$ cat src/rtl/inst_encode_loader.sv
// inst_encode_loader: packs RV32I instruction fields plus a signed immediate
// into a 32-bit word, range-checks the immediate for the opcode's format,
// and writes accepted words to IMEM at a self-incrementing word address.
// Pipeline is IDLE -> ENC -> WR, one word per three cycles.
module inst_encode_loader #(
    parameter int ADDR_W    = 8,
    parameter int DEPTH     = 256,
    parameter int BASE_ADDR = 0
) (
    input  logic              clk,
    input  logic              rst,
    input  logic              clear,
    input  logic              in_valid,
    output logic              in_ready,
    input  logic [6:0]        in_opcode,
    input  logic [4:0]        in_rd,
    input  logic [4:0]        in_rs1,
    input  logic [4:0]        in_rs2,
    input  logic [2:0]        in_funct3,
    input  logic [6:0]        in_funct7,
    input  logic [31:0]       in_imm,
    output logic              im_we,
    output logic [ADDR_W-1:0] im_addr,
    output logic [31:0]       im_wdata,
    output logic              full,
    output logic              err,
    output logic [7:0]        err_cnt,
    output logic [ADDR_W:0]   wr_cnt
);

    localparam logic [ADDR_W:0]   L_DEPTH = (ADDR_W+1)'(DEPTH);
    localparam logic [ADDR_W-1:0] L_BASE  = ADDR_W'(BASE_ADDR);

    typedef enum logic [1:0] {S_IDLE, S_ENC, S_WR} state_t;

    state_t             r_state, w_next;
    logic [6:0]         r_op;
    logic [4:0]         r_rd, r_rs1, r_rs2;
    logic [2:0]         r_f3;
    logic [6:0]         r_f7;
    logic [31:0]        r_imm;
    logic               r_ok;
    logic [31:0]        r_wdata;
    logic [ADDR_W-1:0]  r_addr;
    logic [ADDR_W:0]    r_wr_cnt;
    logic               r_err;
    logic [7:0]         r_err_cnt;

    logic               w_full, w_accept, w_ok;
    logic [31:0]        w_word;
    logic               w_rng_i, w_rng_b, w_rng_j;

    // Immediate fits the format when all bits above its sign bit equal the sign bit.
    assign w_rng_i  = (&r_imm[31:11]) | ~(|r_imm[31:11]);
    assign w_rng_b  = (&r_imm[31:12]) | ~(|r_imm[31:12]);
    assign w_rng_j  = (&r_imm[31:20]) | ~(|r_imm[31:20]);
    assign w_full   = (r_wr_cnt == L_DEPTH);
    assign w_accept = in_valid & in_ready;

    // State register; rst and clear both abort any in-flight word.
    always_ff @(posedge clk) begin
        if (rst || clear) r_state <= S_IDLE;
        else              r_state <= w_next;
    end

    // Next state: fixed three-cycle walk once a field set is accepted.
    always_comb begin
        w_next = r_state;
        case (r_state)
            S_IDLE:  if (w_accept) w_next = S_ENC;
            S_ENC:   w_next = S_WR;
            S_WR:    w_next = S_IDLE;
            default: w_next = S_IDLE;
        endcase
    end

    // Outputs: write strobe only in WR with a good word, suppressed by rst/clear.
    always_comb begin
        in_ready = (r_state == S_IDLE) && !w_full && !clear;
        im_we    = (r_state == S_WR) && r_ok && !rst && !clear;
    end

    // Encoder over the latched fields; unknown formats fall through as rejects.
    always_comb begin
        w_word = '0;
        w_ok   = 1'b0;
        if (r_op[1:0] == 2'b11) begin
            case (r_op[6:2])
                5'b01101, 5'b00101: begin
                    w_word = {r_imm[31:12], r_rd, r_op};
                    w_ok   = (r_imm[11:0] == 12'd0);
                end
                5'b11011: begin
                    w_word = {r_imm[20], r_imm[10:1], r_imm[11], r_imm[19:12], r_rd, r_op};
                    w_ok   = w_rng_j && !r_imm[0];
                end
                5'b11001, 5'b00000, 5'b00100: begin
                    w_word = {r_imm[11:0], r_rs1, r_f3, r_rd, r_op};
                    w_ok   = w_rng_i;
                end
                5'b01000: begin
                    w_word = {r_imm[11:5], r_rs2, r_rs1, r_f3, r_imm[4:0], r_op};
                    w_ok   = w_rng_i;
                end
                5'b11000: begin
                    w_word = {r_imm[12], r_imm[10:5], r_rs2, r_rs1, r_f3,
                              r_imm[4:1], r_imm[11], r_op};
                    w_ok   = w_rng_b && !r_imm[0];
                end
                5'b01100: begin
                    w_word = {r_f7, r_rs2, r_rs1, r_f3, r_rd, r_op};
                    w_ok   = 1'b1;
                end
                default: ;
            endcase
        end
    end

    // Datapath: latch fields on accept, encode in ENC, commit or flag error in WR.
    always_ff @(posedge clk) begin
        if (rst || clear) begin
            r_op      <= '0;
            r_rd      <= '0;
            r_rs1     <= '0;
            r_rs2     <= '0;
            r_f3      <= '0;
            r_f7      <= '0;
            r_imm     <= '0;
            r_ok      <= 1'b0;
            r_wdata   <= '0;
            r_addr    <= L_BASE;
            r_wr_cnt  <= '0;
            r_err     <= 1'b0;
            r_err_cnt <= '0;
        end else begin
            if (w_accept) begin
                r_op  <= in_opcode;
                r_rd  <= in_rd;
                r_rs1 <= in_rs1;
                r_rs2 <= in_rs2;
                r_f3  <= in_funct3;
                r_f7  <= in_funct7;
                r_imm <= in_imm;
            end
            if (r_state == S_ENC) begin
                r_ok <= w_ok;
                // Rejected words leave the previous data on the bus.
                if (w_ok) r_wdata <= w_word;
            end
            if (r_state == S_WR) begin
                if (r_ok) begin
                    r_addr   <= r_addr + 1'b1;
                    r_wr_cnt <= r_wr_cnt + 1'b1;
                end else begin
                    r_err <= 1'b1;
                    if (r_err_cnt != 8'hFF) r_err_cnt <= r_err_cnt + 1'b1;
                end
            end
        end
    end

    assign im_addr  = r_addr;
    assign im_wdata = r_wdata;
    assign full     = w_full;
    assign err      = r_err;
    assign err_cnt  = r_err_cnt;
    assign wr_cnt   = r_wr_cnt;

endmodule

$ cat config.mk
export PLATFORM = sky130hd
export DESIGN_NAME = inst_encode_loader
export DESIGN_NICKNAME = d
export VERILOG_FILES = /design/src/rtl/inst_encode_loader.sv
export SDC_FILE = /design/constraint.sdc
export NUM_CORES = 1
export LEC_CHECK = 0
export CORE_MARGIN = 2
export CORE_UTILIZATION = 30
export DETAILED_ROUTE_END_ITERATION = 12
export GPL_TIMING_DRIVEN = 0
export HOLD_SLACK_MARGIN = 0.08
export PLACE_DENSITY = 0.52
export SLEW_MARGIN = 25
export SYNTH_ARGS = -nofsm -noshare
export SYNTH_HDL_FRONTEND = slang
export SYNTH_SLANG_ARGS = --single-unit
$ cat constraint.sdc
create_clock -name clk -period 2.3 [get_ports clk]
set_input_delay 0.575 -clock clk [delete_from_list [all_inputs] [get_ports clk]]
set_output_delay 0.575 -clock clk [all_outputs]
set_load 0.02 [all_outputs]
==> parameters.txt <==
Parameter                              Value

Global routing
  Initial antenna violation count ... 0
  Maximum number of pins on one net before global-route repair ... 17
  Global-route wire length before repair ... 26900 um
  Total congestion overflow ... 0
  Via count of the first global-routing pass ... slightly above 5000
  GRT Overall Usage ... 19.2%

Synthesis
  Xor and xnor fraction of the mapped netlist area ... 3.21%
  Combinational family with the most area after synthesis ... simple AND/OR/NAND/NOR gates
  Cell accounting for the most synthesized area ... dfxtp_1
  Sequential share of the synthesized area ... 48.3%
  Cell area after synthesis ... about 5200 um2
  Adder-cell share of the synthesized area ... less than 1%
  Number of distinct library cells after synthesis ... 56
  Top post-synthesis cells by area ... dfxtp_1 48%, nand2_1 10%, a21oi_1 7.1%
  Synth Area in Compound Gates ... roughly 17%
  Share of flip-flops with an asynchronous set or reset after synthesis ... 0%
  Basic-gate share of the synthesized area counting and, or, nand and nor cells ... 24.8%
  Mux contribution to synthesized area ... about 1.4%
  Post-Synthesis Cells ... a little over 600
  Number of flops mapped to enable cells by yosys ... 0
  Flops & latches, synth ... 125
  Area share of the leading cell type in the synthesized netlist ... between 40% and 50%
  Total nets after synthesis ... roughly 700
  Most used flip-flop cell after synthesis ... dfxtp_1
  Synth warnings ... 0
  Post-synthesis average cell area ... approximately 8.3 um2

Cells and area
  Count of nets after finishing ... 856
  Count of antenna diodes in the layout ... 0
  Layout Area Growth over Synthesis ... 46.5%
  Final Core Density ... between 40% and 50%
  Fraction of layout cells with a size suffix above 1 ... between 10 and 15%
  Cell Count, Final, Fillers Out ... 1022

Timing
  Final Hold Violating Endpoints ... 0
  Setup-failing EPs final ... 0
  Slew HR ... 61.3%
  Final max-slew violation count ... 0
  Achievable Freq ... between 400 and 500 MHz
  Portion of the clock cycle consumed by the worst path in the final layout ... 98.9%
  Layout Skew ... approximately 0.009 ns
  Setup repair after global routing missed its margin ... yes
  Worst-Margin Slew ... 0.580 ns
  Final critical path time including I/O delays and setup ... ~2.3 ns

Clock tree
  # H-tree levels ... 4
  Number of buffers inserted during clock tree synthesis ... 17
  Clock tree from TritonCTS ... yes
  Total clock sinks ... 125
  Reg clk slew, reported paths ... approximately 0.060 ns
  Buffers from clock root to sink, at most ... 2
  Skew-Pair Late Insertion Delay ... 0.42 ns
  CTS hold repair buffers ... 0
  Clk Tree Root Cell ... clkbuf_16

Die
  Core Rows ... between 40 and 50
  Effective utilization at floorplan ... between 30% and 40%
  Placeable core region ... 17100 um2
  I/O pins ... about 130
  Die footprint ... between 15000 and 20000 um2
  Width of the chip ... between 100 and 150 um
  Vertical extent of the die ... between 100 and 150 um

Drt
  Number of nets with antenna violations after routing ... 0
  Detailed Route WL ... ~17000 um
  Detailed-route vias per instance ... 5.14
  Average detailed-routed wire length per instance ... approximately 17 um
  First-pass iteration count of the detailed router ... 6
  Detailed-route via count ... between 5000 and 6000
  DRC violations left ... 0
  DRT iter0 DRCs ... roughly 340

Critical path
  Nature of the critical path startpoint ... flip-flop
  Largest fanout on the critical path ... 10
  Worst reg2reg setup slack ... between 0.02 and 0.025 ns
  Worst path arrival time ... 2.55 ns
  Crit path capture type ... flip-flop
  Worst Path Required ... roughly 2.6 ns
  Number of cell instances on the worst register-to-register path ... 7
  End of the worst register-to-register path ... im_wdata[13]
  Worst setup path category ... flip-flop to flip-flop
  Critical register-to-register path startpoint ... r_imm[0]

Min path
  Endpoint of the worst hold path ... r_f3[1]
  Worst hold path stage count ... 2
  Launch instance of the worst min-delay path ... r_f3[1]
  Class of the most critical hold timing path ... flip-flop to flip-flop

Pwr
  Power density over the cells ... between 600 and 700 nW/um2
  Peak supply drop ... 0.524 mV
  Reported leakage power ... 2.67 nW

Status
  Outcome ... finished clean

Placed design
  Port bufs ... 128
  Final HPWL DP ... around 13000 um
  Cell count after placement ... ~980
  Final weighted congestion in routability-driven placement ... just under 0.9

Flow run
  Max-cap viol count ... 0
## metal layers
metal / share of wire (%) / global-route usage, % / vias up
met1: 45 / 24.3 / 2468
met4: 1.9 / 6.71 / 0
met3: 5.8 / 4.64 / 30
met5: 0 / 0 / -
met2: 48 / 32.0 / 198
li1: - / - / 2552
## per-stage QoR
stage	instance area [um2]	power, mW	TNS [ns]	setup WS (ns)	hold WS, ns
6_report	7600	5.06	0	0.0246	0.455
5_1_grt	7600	5.24	-0.0228	-0.0156	0.472
4_1_cts	7410	5.09	-0.0350	-0.0350	0.458
3_5_place_dp	6760	2.60	-28.78	-0.814	0.451
3_3_place_gp	6760	2.59	-25.84	-0.749	0.444
2_1_floorplan	5200	2.40	0	0.0948	0.436
## critical path: stages, from the launching register on
cell and delay [ns]:
dfxtp_1 0.38, or4_1 0.56, nor2_2 0.12, a31oi_2 0.15, o221a_4 0.28, buf_4 0.18, a222oi_1 0.36, nor3_1 0.10
## cells in the mapped netlist, types with 3 or more instances
cell type,n
nand2_1,145
or4_1,4
xnor2_1,4
nand4_1,16
and2_1,3
buf_2,7
clkbuf_1,29
mux2i_1,6
nor4_1,5
a222oi_1,21
and4_1,3
or3_1,3
a211oi_1,10
a21oi_1,74
dfxtp_1,125
and3_1,4
o21ai_0,3
inv_1,6
xor2_1,15
nor2_1,42
nand3_1,11
buf_1,3
nor3_1,34
ha_1,4
## cells by family after synthesis
| kind of cell | after synthesis |
|---|---|
| flops | 125 |
| compound gates | 136 |
| mux | 7 |
| fa+ha+maj | 4 |
| xor+xnor | 19 |
| simple gates | 284 |
| buf+inv | 48 |
## cell type report
type	count	area [um2]
plain buffers	40	210
repair buffers	144	1400
flip-flops and latches	125	2520
fillers	1682	9520
multi-input cells	450	2620
clock inverters	7	62.6
inverters	6	22.5
clock buffers	25	485
well taps	225	282
## registers in the layout (all words and copies together) (netlist names)
signal,flops
im_addr,8
r_state,2
err_cnt,8
err,1
r_f7,7
r_ok,1
im_wdata,32
wr_cnt,9
r_op,7
r_f3,3
r_rs2,5
r_rd,5
r_imm,32
r_rs1,5
## power breakdown
| part | internal, mW | total, mW | switching, mW |
|---|---|---|---|
| clock | 1.56 | 2.49 | 0.926 |
| sequential | 2.19 | 2.22 | 0.0265 |
| combinational | 0.170 | 0.359 | 0.189 |
## layout by cell type (no fill, tap or decap), drive strengths merged, types with 5 or more instances in the layout
cell           netlist  layout
nor2                42      42
clkdlybuf4s50        0     125
nand3               11      11
clkinv               0       5
a211oi              11      11
nor4                 5       5
buf                 13      28
o21ai                5       5
a21oi               74      74
nand4               16      16
xor2                15      15
inv                  6       6
clkbuf              29      55
a222oi              21      21
nor3                34      34
mux2i                6       6
dfxtp              125     125
nand2              146     146
## how the worst max path moves through the flow
| stage | from | depth (start not counted) | slack (ns) | end |
|---|---|---|---|---|
| 2_1_floorplan | wr_cnt[0] | 9 | 0.09 | r_f3[0] |
| 3_3_place_gp | clear | 4 | -0.75 | im_we |
| 3_5_place_dp | clear | 4 | -0.81 | im_we |
| 4_1_cts | r_state[1] | 4 | -0.04 | im_we |
| 5_1_grt | r_imm[27] | 7 | -0.02 | im_wdata[13] |
| 6_report | r_imm[0] | 7 | 0.02 | im_wdata[13] |
## timing repair
action | 4_1_cts | 5_1_grt
pin swaps | 5 | 11
buffers inserted | 7 | 9
hold endpoints to repair | 0 | 0
gates cloned | 0 | 0
gates resized for setup | 31 | 52
endpoints found under the setup margin | 79 | 93
No activity file was read; power rests on OpenSTA's default activity.
